`src/rtl/sys_bus_pkg.sv`:
```
// Shared constants, state type and helpers for the system-bus guard stage.
package sys_bus_pkg;

  localparam int unsigned BUS_AW = 32;
  localparam int unsigned BUS_DW = 32;
  localparam int unsigned BUS_SW = 4;

  localparam logic [31:0] ERR_DATA_DEFAULT = 32'hDEAD_BEEF;

  typedef enum logic {
    IDLE = 1'b0,
    WAIT = 1'b1
  } state_e;

  // Wait-counter width; never below one bit so a TIMEOUT of 2 still has a register.
  function automatic int unsigned wait_cnt_width(input int unsigned timeout);
    return (timeout <= 2) ? 1 : $clog2(timeout);
  endfunction

endpackage

```
`src/rtl/sys_bus_guard_if.sv`:
```
// System-bus request/response bundle; master drives the request, slave answers.
interface sys_bus_if
  import sys_bus_pkg::*;
#(
  parameter int unsigned AW = BUS_AW,
  parameter int unsigned DW = BUS_DW
);

  logic [AW-1:0]     addr;
  logic [DW-1:0]     wdata;
  logic [BUS_SW-1:0] sel;
  logic              wen;
  logic              ren;
  logic [DW-1:0]     rdata;
  logic              err;
  logic              ack;

  modport master (
    output addr, wdata, sel, wen, ren,
    input  rdata, err, ack
  );

  modport slave (
    input  addr, wdata, sel, wen, ren,
    output rdata, err, ack
  );

endinterface

```
`src/rtl/sys_bus_guard_sat_cnt.sv`:
```
// Saturating status counter with clear taking priority over increment.
module sat_cnt #(
  parameter int unsigned CW = 16
) (
  input  logic          clk_i,
  input  logic          rst_i,
  input  logic          inc_i,
  input  logic          clr_i,
  output logic [CW-1:0] cnt_o
);

  logic [CW-1:0] cnt_q;

  always_ff @(posedge clk_i) begin
    if (rst_i || clr_i) begin
      cnt_q <= '0;
    end else if (inc_i && (cnt_q != '1)) begin
      cnt_q <= cnt_q + CW'(1);
    end
  end

  assign cnt_o = cnt_q;

endmodule

```
`src/rtl/sys_bus_guard.sv`:
```
// Registers one request toward the slave, holds it until ack, and converts a
// missing ack into an error response after TIMEOUT cycles.
module sys_bus_guard
  import sys_bus_pkg::*;
#(
  parameter int unsigned    AW       = BUS_AW,
  parameter int unsigned    DW       = BUS_DW,
  parameter int unsigned    TIMEOUT  = 64,
  parameter logic [DW-1:0]  ERR_DATA = DW'(ERR_DATA_DEFAULT),
  parameter int unsigned    CW       = 16
) (
  input  logic          clk_i,
  input  logic          rst_i,
  sys_bus_if.slave      m_bus,
  sys_bus_if.master     s_bus,
  input  logic          clr_i,
  output logic          busy_o,
  output logic [CW-1:0] timeout_cnt_o,
  output logic [CW-1:0] stray_cnt_o,
  output logic          drop_o
);

  localparam int unsigned     WCW       = wait_cnt_width(TIMEOUT);
  localparam logic [WCW-1:0]  WAIT_LAST = WCW'(TIMEOUT - 1);

  state_e            state_q, state_d;
  logic [WCW-1:0]    wait_q, wait_d;

  logic              strobe;
  logic              issue;
  logic              done_ack;
  logic              done_to;
  logic              stray_inc;
  logic              drop_set;

  logic [AW-1:0]     s_addr_q;
  logic [DW-1:0]     s_wdata_q;
  logic [BUS_SW-1:0] s_sel_q;
  logic              s_wen_q;
  logic              s_ren_q;
  logic [DW-1:0]     m_rdata_q;
  logic              m_err_q;
  logic              m_ack_q;
  logic              drop_q;

  assign strobe = m_bus.wen | m_bus.ren;

  always_ff @(posedge clk_i) begin
    if (rst_i) begin
      state_q <= IDLE;
      wait_q  <= '0;
    end else begin
      state_q <= state_d;
      wait_q  <= wait_d;
    end
  end

  always_comb begin
    state_d  = state_q;
    wait_d   = wait_q;
    issue    = 1'b0;
    done_ack = 1'b0;
    done_to  = 1'b0;
    case (state_q)
      IDLE: begin
        if (strobe) begin
          issue   = 1'b1;
          wait_d  = '0;
          state_d = WAIT;
        end
      end
      WAIT: begin
        wait_d = wait_q + WCW'(1);
        // Ack is checked first so an ack on the last wait cycle beats the timeout.
        if (s_bus.ack) begin
          done_ack = 1'b1;
          state_d  = IDLE;
        end else if (wait_q == WAIT_LAST) begin
          done_to = 1'b1;
          state_d = IDLE;
        end
      end
      default: state_d = IDLE;
    endcase
  end

  assign stray_inc = (state_q == IDLE) && s_bus.ack;
  assign drop_set  = (state_q == WAIT) && strobe;

  always_ff @(posedge clk_i) begin
    if (rst_i) begin
      s_addr_q  <= '0;
      s_wdata_q <= '0;
      s_sel_q   <= '0;
      s_wen_q   <= 1'b0;
      s_ren_q   <= 1'b0;
      m_rdata_q <= '0;
      m_err_q   <= 1'b0;
      m_ack_q   <= 1'b0;
      drop_q    <= 1'b0;
    end else begin
      s_wen_q <= issue && m_bus.wen;
      s_ren_q <= issue && m_bus.ren && !m_bus.wen;
      if (issue) begin
        s_addr_q  <= m_bus.addr;
        s_wdata_q <= m_bus.wdata;
        s_sel_q   <= m_bus.sel;
      end

      m_ack_q <= done_ack || done_to;
      m_err_q <= done_ack ? s_bus.err : done_to;
      if (done_ack) begin
        m_rdata_q <= s_bus.rdata;
      end else if (done_to) begin
        m_rdata_q <= ERR_DATA;
      end

      if (clr_i) begin
        drop_q <= 1'b0;
      end else if (drop_set) begin
        drop_q <= 1'b1;
      end
    end
  end

  sat_cnt #(.CW(CW)) u_timeout_cnt (
    .clk_i (clk_i),
    .rst_i (rst_i),
    .inc_i (done_to),
    .clr_i (clr_i),
    .cnt_o (timeout_cnt_o)
  );

  sat_cnt #(.CW(CW)) u_stray_cnt (
    .clk_i (clk_i),
    .rst_i (rst_i),
    .inc_i (stray_inc),
    .clr_i (clr_i),
    .cnt_o (stray_cnt_o)
  );

  assign s_bus.addr  = s_addr_q;
  assign s_bus.wdata = s_wdata_q;
  assign s_bus.sel   = s_sel_q;
  assign s_bus.wen   = s_wen_q;
  assign s_bus.ren   = s_ren_q;

  assign m_bus.rdata = m_rdata_q;
  assign m_bus.err   = m_err_q;
  assign m_bus.ack   = m_ack_q;

  assign busy_o = (state_q != IDLE);
  assign drop_o = drop_q;

endmodule

```
`src/flat_wrapper.sv`:
```
// flat-port wrapper written by rule: the top's interface ports become plain ports
module sys_bus_guard_flat import sys_bus_pkg::*;
#(
  parameter int unsigned    AW       = BUS_AW,
  parameter int unsigned    DW       = BUS_DW,
  parameter int unsigned    TIMEOUT  = 64,
  parameter logic [DW-1:0]  ERR_DATA = DW'(ERR_DATA_DEFAULT),
  parameter int unsigned    CW       = 16
)
  (clk_i, rst_i, clr_i, busy_o, timeout_cnt_o, stray_cnt_o, drop_o, m_bus_addr, m_bus_wdata, m_bus_sel, m_bus_wen, m_bus_ren, m_bus_rdata, m_bus_err, m_bus_ack, s_bus_addr, s_bus_wdata, s_bus_sel, s_bus_wen, s_bus_ren, s_bus_rdata, s_bus_err, s_bus_ack);
  sys_bus_if #(.AW(AW), .DW(DW)) m_bus_i ();
  sys_bus_if #(.AW(AW), .DW(DW)) s_bus_i ();
  input  logic clk_i;
  input  logic rst_i;
  input  logic clr_i;
  output logic busy_o;
  output logic [CW-1:0] timeout_cnt_o;
  output logic [CW-1:0] stray_cnt_o;
  output logic drop_o;
  input wire logic [$bits(m_bus_i.addr)-1:0] m_bus_addr;
  input wire logic [$bits(m_bus_i.wdata)-1:0] m_bus_wdata;
  input wire logic [$bits(m_bus_i.sel)-1:0] m_bus_sel;
  input wire logic [$bits(m_bus_i.wen)-1:0] m_bus_wen;
  input wire logic [$bits(m_bus_i.ren)-1:0] m_bus_ren;
  output wire logic [$bits(m_bus_i.rdata)-1:0] m_bus_rdata;
  output wire logic [$bits(m_bus_i.err)-1:0] m_bus_err;
  output wire logic [$bits(m_bus_i.ack)-1:0] m_bus_ack;
  output wire logic [$bits(s_bus_i.addr)-1:0] s_bus_addr;
  output wire logic [$bits(s_bus_i.wdata)-1:0] s_bus_wdata;
  output wire logic [$bits(s_bus_i.sel)-1:0] s_bus_sel;
  output wire logic [$bits(s_bus_i.wen)-1:0] s_bus_wen;
  output wire logic [$bits(s_bus_i.ren)-1:0] s_bus_ren;
  input wire logic [$bits(s_bus_i.rdata)-1:0] s_bus_rdata;
  input wire logic [$bits(s_bus_i.err)-1:0] s_bus_err;
  input wire logic [$bits(s_bus_i.ack)-1:0] s_bus_ack;
  assign m_bus_i.addr = m_bus_addr;
  assign m_bus_i.wdata = m_bus_wdata;
  assign m_bus_i.sel = m_bus_sel;
  assign m_bus_i.wen = m_bus_wen;
  assign m_bus_i.ren = m_bus_ren;
  assign m_bus_rdata = m_bus_i.rdata;
  assign m_bus_err = m_bus_i.err;
  assign m_bus_ack = m_bus_i.ack;
  assign s_bus_addr = s_bus_i.addr;
  assign s_bus_wdata = s_bus_i.wdata;
  assign s_bus_sel = s_bus_i.sel;
  assign s_bus_wen = s_bus_i.wen;
  assign s_bus_ren = s_bus_i.ren;
  assign s_bus_i.rdata = s_bus_rdata;
  assign s_bus_i.err = s_bus_err;
  assign s_bus_i.ack = s_bus_ack;
  sys_bus_guard #(.AW(AW), .DW(DW), .TIMEOUT(TIMEOUT), .ERR_DATA(ERR_DATA), .CW(CW)) u_core (.clk_i(clk_i), .rst_i(rst_i), .m_bus(m_bus_i), .s_bus(s_bus_i), .clr_i(clr_i), .busy_o(busy_o), .timeout_cnt_o(timeout_cnt_o), .stray_cnt_o(stray_cnt_o), .drop_o(drop_o));
endmodule
```
`config.mk`:
```
export PLATFORM = sky130hd
export DESIGN_NAME = sys_bus_guard_flat
export DESIGN_NICKNAME = d
export VERILOG_FILES = /design/src/rtl/sys_bus_pkg.sv /design/src/rtl/sys_bus_guard_if.sv /design/src/rtl/sys_bus_guard_sat_cnt.sv /design/src/rtl/sys_bus_guard.sv /design/src/flat_wrapper.sv
export SDC_FILE = /design/constraint.sdc
export NUM_CORES = 1
export LEC_CHECK = 0
export ABC_AREA = 1
export CAP_MARGIN = 20
export CORE_ASPECT_RATIO = 1.1
export CORE_MARGIN = 2
export CORE_UTILIZATION = 47
export DETAILED_ROUTE_END_ITERATION = 10
export PLACE_DENSITY_LB_ADDON = 0.08
export SLEW_MARGIN = 20
export SYNTH_ARGS = -nofsm -noshare
export SYNTH_HDL_FRONTEND = slang
export SYNTH_HIERARCHICAL = 1
export SYNTH_SLANG_ARGS = --single-unit
```
`constraint.sdc`:
```
create_clock -name clk_i -period 5.75 [get_ports clk_i]
set_clock_uncertainty 0.1 [all_clocks]
set_input_delay 1.15 -clock clk_i [delete_from_list [all_inputs] [get_ports clk_i]]
set_output_delay 1.15 -clock clk_i [all_outputs]
set_load 0.01 [all_outputs]
```
=== Word-level counts from Yosys, hierarchy flattened ===
Index checks and enable logic that the tools add are counted.

* Flip-flop bits (word level): 144
* Output and inout bits: 138
* Word-level logic and storage cells: 49

* Add/sub/neg operators: 3
* Eq/ne operators: 4
* Muxes and demuxes: 15
* Bitwise gates (word level): 2
* Reduce and logical (&&, ||, !) cells: 12

{| class="wikitable"
|+ Operators with widths
! kind !! count
|-
| $mux 32 || 2
|-
| $add 16x1->16 const B || 2
|-
| $ne 16x16->1 const B || 2
|-
| $pmux 6 s2 || 1
|-
| $mux 1 || 10
|-
| $logic_and 1x1->1 || 7
|-
| $add 6x1->6 const B || 1
|-
| $eq 6x6->1 const B || 1
|-
| $mux 6 || 1
|-
| $logic_or 1x1->1 || 2
|-
| $ne 2x1->1 const B || 1
|-
| $pmux 1 s2 || 1
|-
| $reduce_bool 2->1 || 1
|-
| $reduce_or 2->1 || 1
|-
| $logic_not 1->1 || 1
|-
| $not 1->1 || 1
|-
| $or 1x1->1 || 1
|}

=== Longest topological paths before layout ===
* Word-level depth: 6
* Mapped depth: 14
* Gate-level depth less buffers: 13

=== Cells and area by module ===
The synthesis kept the hierarchy.

{| class="wikitable"
|+ Modules (own cells, without submodules)
! module !! instances !! cells each !! area an instance (um^2)
|-
| sys_bus_guard || 1 || 516 || 4150.2
|-
| sat_cnt || 2 || 149 || 950.9
|}

=== Worst setup path after synthesis ===
Ideal clock, no wire load.

* Path kind: input -> register
* From: input s_bus_ack
* To: register u_core.u_timeout_cnt.cnt_q[14] (netlist: u_core/u_timeout_cnt/cnt_o[14])
* Data arrival time: 2.284 ns
* Data required time: 5.535 ns
* Slack: 3.251 ns
* Stages: 11
* Path buffers: 1
* Cells stage by stage: nor2_2 nand3_4 buf_6 inv_1 inv_2 nor2_2 nand2_1 nor2_1 nand3_1 nand2_1 nor2_1

* Word-level cells in the longest chain between the ends: 3

{| class="wikitable"
|+ Ends and longest elaborated chain
! item !! RTL line !! source
|-
| start: declaration || flat_wrapper.sv:35 || <nowiki>input wire logic [$bits(s_bus_i.ack)-1:0] s_bus_ack;</nowiki>
|-
| $mux 1 || sys_bus_guard.sv:75 || <nowiki>if (s_bus.ack) begin</nowiki>
|-
| $mux 1 || sys_bus_guard.sv:64 || <nowiki>case (state_q)</nowiki>
|-
| named net u_core.done_to || sys_bus_guard.sv:32 || <nowiki>logic done_to;</nowiki>
|-
| $logic_and 1x1->1 || sys_bus_guard_sat_cnt.sv:17 || <nowiki>end else if (inc_i && (cnt_q != '1)) begin</nowiki>
|-
| end signal: assignment || sys_bus_guard_sat_cnt.sv:18 || <nowiki>cnt_q <= cnt_q + CW'(1);</nowiki>
|-
| end: declaration || sys_bus_guard_sat_cnt.sv:12 || <nowiki>logic [CW-1:0] cnt_q;</nowiki>
|}

The timed path passes the listed nets, and every way through them passes these cells.
A chain may end at the register's enable or synchronous reset.

=== Worst setup path after layout ===
* From: input m_bus_wen
* To: register u_core.s_wdata_q[23] (netlist: u_core/s_bus.wdata[23])

* Word-level cells in the longest chain between the ends: 3

{| class="wikitable"
|+ Ends and longest elaborated chain
! item !! RTL line !! source
|-
| start: declaration || flat_wrapper.sv:23 || <nowiki>input wire logic [$bits(m_bus_i.wen)-1:0] m_bus_wen;</nowiki>
|-
| $or 1x1->1 || sys_bus_guard.sv:46 || <nowiki>assign strobe = m_bus.wen | m_bus.ren;</nowiki>
|-
| $mux 1 || sys_bus_guard.sv:66 || <nowiki>if (strobe) begin</nowiki>
|-
| $mux 1 || sys_bus_guard.sv:64 ||
|-
| end signal: assignment || sys_bus_guard.sv:106 || <nowiki>s_wdata_q <= m_bus.wdata;</nowiki>
|-
| end: declaration || sys_bus_guard.sv:37 || <nowiki>logic [DW-1:0] s_wdata_q;</nowiki>
|}

Every way passes these cells.

==> results.txt <==
Routed length per instance = 13.8 um
Synth area leader = dfxtp_1
Worst min-delay path class = register to register
Storage cell area = 2880 um^2
Final setup viols = 0
Worst Setup EP = u_core/s_bus.wdata[23]
Startpoint types = input port
Register bit total from synthesis = 144
CP max-delay cell = inv_2
Clock Path Buffers = 2
CTS tree = done
Ant. Diodes = 0
Core area = 12600 um^2
Fmax = 310 MHz
Most common cell after layout, fill and taps aside = clkdlybuf4s50_1
Power per cell area = 281 nW/um^2
DP HPWL = 11800 um
Initial Utilization = 48.1%
PortBufs = 244
CP Capture Type = register
Req. time, crit path = 5.99 ns
Antenna viol nets, final = 0
Maximum vdd drop = 0.000215 V
CP arrival = 3.47 ns
Inst Count DP = 1178
Synthesis warning total = 6
Finished Cell Area = 9010 um^2
Int Power = 1.92 mW
Most frequent cells in the layout = clkdlybuf4s50_1, nor2_1, dfxtp_1
Fill count = 1087
CTS root buf = clkbuf_16
Max_slew headroom = 30.8%
Largest net degree at the start of global routing = 74
Drt pass-1 iters = 5
GPL Wtd Cong = 0.851
Worst-path clk slew = 0.06 ns
Net count, final = 1150
Max FO, Critical Path = 73
Full die area = 13800 um^2
Worst reg2reg startpoint = u_core/busy_o
Synth top area cells = dfxtp_1, nor2_1, nand2_1
CTS H-tree depth = 4
Crit path time final = 3.23 ns
Largest stage delay, worst path = 0.72 ns
Hold path start = u_core/wait_q[5]
Clock sinks = 144
Layout Cells excl Fill = 1210
Top-area cell type share of the netlist area = 47.6%
Share of layout cells above drive strength 1 = 9.02%
Final setup TNS = 0 ns
Fin crit share = 56.1%
Reg-to-reg slack, setup = 3.19 ns
Via count = 6075
Sw Share = 24.2%
Status = complete, no violations
Syn Std Cell Area = 6050 um^2
Grt total ovfl = 0
Antenna violations before repair = 0
Avg Cell Area, Syn = 7.43 um^2
Worst-margin pin slew = 1.03 ns
Fin. max-slew vios = 0
Drt total wl = 16700 um
Global-route wire length before repair = 26400 um
Residual DRC = 0
Sw Pwr = 614 uW
Clk_lat worst skew = 0.41 ns
Distinct cell type count after synthesis = 32
# IOs = 245
Tot GR Track Use = 23.8%
CTS Hold Bufs = 0
Initial DRC Count = 543
Multi-input gate area = 2710 um^2
Cells after Synth = 814
Leak pwr = 3.49 nW
Post-CTS setup buffers = 0
Cells on worst reg2reg path = 6
Seq pwr share = 43.1%
Post-CTS Resized = 0
Fin. Hold Viols = 0
RSZ-0062 raised after global routing = no
Max-cap check violation count = 0
Die X-Extent = 112 um
Cell Rows = 43
Placement Cell Area = 8440 um^2
Synth-to-layout area growth = 48.9%
Synth Net Count = 924
Sequential element share of the synthesized area = 47.6%
Crit Path Class = input port to register
Origin of the worst setup path = m_bus_wen
Gate power share = 15.1%
Die height = 123 um
CP Cell Sequence = clkdlybuf4s50_1 > inv_2 > nand2_4 > nand2_4 > inv_2 > buf_4 > nor2_1 > nor2_1
CTS buffer count = 17
Hold Slack = 0.365 ns
Vias per inst = 5.02
RR Endpoint = u_core/s_bus.wdata[23]
Vias in the first global route = 5387
Clk pwr share = 41.8%
flip-flops by register name (all words and copies together) (netlist names):
name	cells
u_core/u_stray_cnt/cnt_o	16
u_core/s_bus.ren	1
u_core/u_timeout_cnt/cnt_o	16
u_core/s_bus.addr	32
u_core/wait_q	6
u_core/s_bus.wen	1
u_core/m_bus.err	1
u_core/busy_o	1
u_core/drop_o	1
u_core/m_bus.rdata	32
u_core/s_bus.sel	4
u_core/s_bus.wdata	32
u_core/m_bus.ack	1
per-layer routing:
layer	up-vias	routed length (um)	track usage, %
met5	-	0	0
met4	0	378	9.22
met3	29	1110	6.32
met2	223	8200	40.9
met1	2758	7040	28.9
li1	3065	-	-
cells in the mapped netlist (all sizes together):
| cell | count |
|---|---|
| a21oi | 35 |
| a211oi | 1 |
| nand4 | 8 |
| ha | 3 |
| a21boi | 2 |
| dfxtp | 144 |
| inv | 48 |
| buf | 23 |
| clkinv | 3 |
| nor2 | 246 |
| clkbuf | 16 |
| a31oi | 13 |
| o21ai | 89 |
| nor3 | 6 |
| nand3 | 38 |
| nor4 | 1 |
| nand2 | 138 |
critical path: cells and delay by family:
kind / cells / cell delay, ns
buffers and inverters: 4 / 1.67
AND/OR/NAND/NOR: 4 / 0.62
worst min path at each step:
stage / endpoint / slack, ns / cells past startpoint
2_1_floorplan: u_core/wait_q[5] / 0.34 / 2
3_3_place_gp: u_core/wait_q[5] / 0.35 / 2
3_5_place_dp: u_core/m_bus.rdata[12] / 0.36 / 2
4_1_cts: u_core/wait_q[5] / 0.37 / 2
5_1_grt: u_core/wait_q[5] / 0.38 / 2
6_report: u_core/wait_q[5] / 0.37 / 2
kinds of logic (layout without fill, tap and decap cells):
kind of cell | count (synthesis) | after routing | share of synthesized area (%)
DFF | 144 | 144 | 47.6
adders and majority gates | 3 | 3 | 0.620
AOI/OAI and AO/OA | 140 | 140 | 12.9
and+or+nand+nor | 437 | 437 | 31.2
buffers and inverters | 90 | 329 | 7.63
power by group through the flow:
| stage | logic (mW) | clock network, mW | registers [mW] |
|---|---|---|---|
| 2_1_floorplan | 0.143 | 0 | 1.14 |
| 3_5_place_dp | 0.381 | 0 | 1.12 |
| 4_1_cts | 0.384 | 1.08 | 1.09 |
| 5_1_grt | 0.415 | 1.12 | 1.10 |
| 3_3_place_gp | 0.377 | 0 | 1.11 |
| 6_report | 0.382 | 1.06 | 1.09 |
stage by stage:
step           worst slack, ns  power, mW  util, %
3_3_place_gp              2.11       1.49     67.0
5_1_grt                   2.24       2.64     71.6
4_1_cts                   2.50       2.56     71.6
3_5_place_dp              2.07       1.50     67.0
6_report                  2.52       2.54     71.6
2_1_floorplan             3.25       1.28        -
area by class of cell:
class                      instances  share of cell area (%)
sequential                       144                    32.0
multi-input combinational        580                    30.1
timing repair buffer             246                    27.3
clock buffer                      20                    5.07
tap                              157                    2.18
inverter                          51                    2.14
clock inverter                    12                    1.29
No activity file was read; power rests on OpenSTA's default activity.
